--- config.mk ---
export PLATFORM = sky130hd
export DESIGN_NAME = sr_latch_ctrl
export DESIGN_NICKNAME = d
export VERILOG_FILES = /design/src/rtl/sr_latch_ctrl.sv
export SDC_FILE = /design/constraint.sdc
export NUM_CORES = 1
export LEC_CHECK = 0
export BUFFER_PORTS_ARGS = -buffer_cell sky130_fd_sc_hd__buf_2
export CORE_MARGIN = 2
export CORE_UTILIZATION = 45
export CTS_CLUSTER_DIAMETER = 100
export DETAILED_ROUTE_END_ITERATION = 6
export GPL_TIMING_DRIVEN = 0
export MAX_ROUTING_LAYER = met4
export PLACE_DENSITY = 0.69
export SETUP_SLACK_MARGIN = 0.1
export SLEW_MARGIN = 20
export SYNTH_ARGS = -nofsm -noshare
export SYNTH_HDL_FRONTEND = slang
export SYNTH_SLANG_ARGS = --single-unit
--- constraint.sdc ---
create_clock -name clk -period 1.63 [get_ports clk]
set_clock_uncertainty 0.2 [all_clocks]
set_input_delay 0.0815 -clock clk [delete_from_list [all_inputs] [get_ports clk]]
set_output_delay 0.0815 -clock clk [all_outputs]
set_load 0.1 [all_outputs]
--- src/rtl/sr_latch_ctrl.sv ---
// Arbitrates two write requesters onto one gated SR latch and sequences its
// setup, gate-pulse and hold phases, verifying q after every write.
module sr_latch_ctrl #(
  parameter int SETUP_CYC = 1,
  parameter int PULSE_CYC = 2,
  parameter int HOLD_CYC  = 1
) (
  input  logic clk,
  input  logic rst,
  input  logic req0,
  input  logic op0,
  output logic ack0,
  input  logic req1,
  input  logic op1,
  output logic ack1,
  output logic c,
  output logic s,
  output logic r,
  input  logic q_fb,
  output logic busy,
  output logic err
);

  localparam logic [2:0] IDLE  = 3'd0;
  localparam logic [2:0] SETUP = 3'd1;
  localparam logic [2:0] PULSE = 3'd2;
  localparam logic [2:0] HOLD  = 3'd3;
  localparam logic [2:0] DONE  = 3'd4;

  // A zero parameter behaves as one cycle; the counter runs down to zero.
  localparam logic [3:0] S_LD = (SETUP_CYC == 0) ? 4'd0 : 4'(SETUP_CYC - 1);
  localparam logic [3:0] P_LD = (PULSE_CYC == 0) ? 4'd0 : 4'(PULSE_CYC - 1);
  localparam logic [3:0] H_LD = (HOLD_CYC  == 0) ? 4'd0 : 4'(HOLD_CYC  - 1);

  logic [2:0] state;
  logic [3:0] cnt;
  logic       op_q;
  logic       gnt;
  logic       last_grant;
  logic       pick;
  logic       pick_op;

  // On contention the port that did not win last time gets the latch.
  assign pick    = (req0 && req1) ? ~last_grant : req1;
  assign pick_op = pick ? op1 : op0;

  always_ff @(posedge clk) begin
    if (rst) begin
      state      <= IDLE;
      cnt        <= 4'd0;
      op_q       <= 1'b0;
      gnt        <= 1'b0;
      last_grant <= 1'b1;
      c          <= 1'b0;
      s          <= 1'b0;
      r          <= 1'b0;
      ack0       <= 1'b0;
      ack1       <= 1'b0;
      busy       <= 1'b0;
      err        <= 1'b0;
    end else begin
      ack0 <= 1'b0;
      ack1 <= 1'b0;
      case (state)
        IDLE: begin
          if (req0 || req1) begin
            gnt        <= pick;
            last_grant <= pick;
            op_q       <= pick_op;
            s          <= pick_op;
            r          <= ~pick_op;
            c          <= 1'b0;
            busy       <= 1'b1;
            cnt        <= S_LD;
            state      <= SETUP;
          end
        end
        SETUP: begin
          if (cnt == 4'd0) begin
            c     <= 1'b1;
            cnt   <= P_LD;
            state <= PULSE;
          end else begin
            cnt <= cnt - 4'd1;
          end
        end
        PULSE: begin
          if (cnt == 4'd0) begin
            c     <= 1'b0;
            cnt   <= H_LD;
            state <= HOLD;
          end else begin
            cnt <= cnt - 4'd1;
          end
        end
        HOLD: begin
          if (cnt == 4'd0) begin
            s     <= 1'b0;
            r     <= 1'b0;
            ack0  <= ~gnt;
            ack1  <= gnt;
            if (q_fb != op_q) err <= 1'b1;
            state <= DONE;
          end else begin
            cnt <= cnt - 4'd1;
          end
        end
        DONE: begin
          busy  <= 1'b0;
          state <= IDLE;
        end
        default: begin
          c     <= 1'b0;
          s     <= 1'b0;
          r     <= 1'b0;
          busy  <= 1'b0;
          state <= IDLE;
        end
      endcase
    end
  end

endmodule

==> impl_metrics.py <==
metrics = {
    "grt": {
        "overflow": 0,
        "grt_pass1_wl_mm": 2.95,
        "grt_usage_pct": 21.2,
        "antenna_found_initial": 0,
        "grt_pass1_vias": 673,
        "grt_max_degree": 11,
    },
    "power": {
        "combPwrFrac_pct": 57.9,
        "p_int_mw": 1.14,
        "total_power_mw": 2.13,
        "switching_share_pct": 46.4,
        "cellLeakagePower_nw": 0.428,
        "pwr-share-clk_pct": 10.8,
        "switchingPower_mw": 0.989,
        "seqPwrFrac_pct": 31.3,
        "power_density_mw_per_mm2": 1980,
        "max-vdd-ir-drop_v": 0.00132,
    },
    "synth": {
        "synth-simple-area-share_pct": 23.9,
        "synth_flop_cell": "dfxtp_1",
        "synth_commonest_cells": "dfxtp_1, nor2_1, a21oi_1",
        "seq_area_frac_synth_pct": 43.9,
        "synth_edf_count": 0,
        "synth-seq-cells": 17,
        "synth_most_common_cell": "dfxtp_1",
        "synthCells": 89,
        "muxShareOfSynthArea_pct": 1.29,
        "yosysUniqueCellTypes": 33,
        "synth_area_leaders": "dfxtp_1, a21oi_1, nor2_1",
        "synth-compound-area-share_pct": 22.9,
        "syn_nets": 97,
        "synth_top_area_share_pct": 43.9,
        "synth_top_cell_by_area": "dfxtp_1",
        "synthArstFlopShare_pct": 0,
        "syn_area_um2": 774,
        "avgSynthCellArea_um2": 8.70,
        "synth_top_family_by_area": "simple AND/OR/NAND/NOR gates",
        "synthAdderAreaFrac_pct": 1.62,
        "yosys_warnings": 0,
        "yosys.area_share.xor_xnor_pct": 2.26,
    },
    "worst_setup_path": {
        "cp-start-kind": "flop",
        "rr_startpoint": "cnt[0]",
        "required_ps": 1680,
        "critical_path_class": "reg -> reg",
        "worstPathArrival_ps": 1720,
        "path_max_fanout": 3,
        "cp-startpoint": "cnt[0]",
        "end_kind": "flop",
    },
    "job": {
        "drv_cap": 0,
    },
    "clock_network": {
        "cts_sinks": 17,
        "clkTransAtPathRegs_ps": 90,
        "htree_levels": 1,
        "worst_skew_pair.late_latency_ps": 300,
        "tritoncts": "yes",
        "cts_buffers": 3,
        "root_buffer": "clkbuf_4",
        "cts.path.max_buffers": 2,
    },
    "detailed_routing": {
        "wl_per_cell_um": 13.4,
        "drc": 0,
        "drtAntennaViolNets": 0,
        "drt_iter0_drc": 14,
        "wirelength_mm": 1.80,
        "vias": 768,
        "firstDrtPassIters": 4,
        "via_per_inst": 5.73,
    },
    "timing": {
        "setup_viol": 3,
        "worst_hold_slack_ps": 252,
        "relSlewSlack_pct": 63.8,
        "worst_pin_slew_ps": 542,
        "hold_viol_final": 0,
        "layout_min_cycle_time_ps": 1680,
        "fin_crit_sh_pct": 103,
        "maxSlewViolCount": 0,
        "layout_setup_ws_ps": -45.3,
        "fmax_mhz": 597,
        "grt_setup_unrepaired": "true",
        "tns_ps": -98.0,
    },
    "die": {
        "die_h_um": 45.5,
        "fp-row-count": 14,
        "die_width_um": 45.5,
        "core-area_mm2": 0.00156,
        "io_pins": 14,
        "die_area_mm2": 0.00207,
        "initial_core_util_pct": 49.7,
    },
    "finish": {
        "multi_input_area_um2": 475,
        "layout-drive-gt1-share_pct": 40.7,
        "insertedDiodeCount": 0,
        "design_area_mm2": 0.00108,
        "synthToLayoutAreaGrowth_pct": 38.9,
        "fillers": 129,
        "nNetsFinal": 127,
        "area.sequential_um2": 345,
    },
    "placed_design": {
        "place_ws_ps": -249,
        "portBuffers": 13,
        "place.gp.congestion": 0.743,
        "place_area_um2": 876,
        "hpwlAfterDp_mm": 1.14,
    },
    "outcome": {
        "violations": "setup timing",
        "status": "complete, but fails checks",
    },
    "hold_path": {
        "hold_class": "reg -> reg",
        "hp-start": "gnt",
    },
}
kinds of logic after synthesis:
| kind of cell | count (synthesis) |
|---|---|
| AOI/OAI and AO/OA | 27 |
| xor gates and xnor gates | 2 |
| adders and majority gates | 1 |
| buffers and inverters | 8 |
| DFF | 17 |
| muxes | 1 |
| and+or+nand+nor | 33 |
cell usage in the layout, fill, tap and decap left out, types with 2 or more instances in the layout:
master         netlist  layout
dfxtp_1             17      13
buf_2                1      13
nor2_1               9       7
buf_4                0       6
nand2_1              6       6
dlygate4sd3_1        0       6
a21oi_1              7       5
o21ai_0              6       4
dfxtp_2              0       4
inv_2                1       3
nor3_1               5       3
nand2b_1             3       3
clkbuf_4             0       3
clkbuf_1             2       2
xnor2_1              2       2
nand4_1              2       2
inv_1                4       2
nor2_2               0       2
a21oi_2              0       2
worst paths after layout:
kind | cells after the start | slack, ps | endpoint
worst max-delay path | 7 | -50 | ack1
worst min-delay path | 1 | 250 | ack0
worst max register to register | 7 | -50 | ack1
worst min register to register | 1 | 250 | ack0
registers in the layout, summed over array words and instances (netlist names):
signal,cells
s,1
op_q,1
c,1
last_grant,1
ack0,1
busy,1
state,3
err,1
gnt,1
cnt,4
r,1
ack1,1
metrics by stage:
| stage | instances | util (%) |
|---|---|---|
| 4_1_cts | 134 | 66.1 |
| 3_3_place_gp | 118 | 56.2 |
| 3_5_place_dp | 118 | 56.2 |
| 5_1_grt | 134 | 69.0 |
| 2_1_floorplan | 89 | - |
| 6_report | 134 | 69.0 |
critical path, cell delays in order (launching register included):
cell and delay [ps]:
dfxtp_2 340, inv_2 70, ha_4 130, nor3b_4 230, nand3_2 110, or3_4 370
inv_2 70, and2_1 110
per-layer routing:
layer,GRT usage (%),wire length (um)
met1,26.7,872
met2,30.7,797
met3,5.95,84
met4,10.6,40
met5,-,0
power groups by stage:
stage / clock network [mW] / logic, mW / registers [mW]
detailed placement: 0 / 0.935 / 0.656
CTS: 0.238 / 1.10 / 0.650
global placement: 0 / 0.922 / 0.651
finish: 0.230 / 1.23 / 0.667
floorplan: 0 / 0.525 / 0.905
global route: 0.265 / 1.33 / 0.683
final cells by class:
cell class,count,area share [%]
Multi-Input combinational cell,64,44.2
Sequential cell,17,32.1
Timing Repair Buffer,25,16.2
Clock buffer,4,2.44
Tap cell,16,1.86
Inverter,5,1.74
Buffer,3,1.51
timing repair:
item,4_1_cts,5_1_grt
pin swaps,5,2
resized for setup,8,15
endpoints found under the hold margin,10,0
hold buffers,6,0
endpoints found under the setup margin,16,16
setup buffers,6,0
No activity file was read; power rests on OpenSTA's default activity.
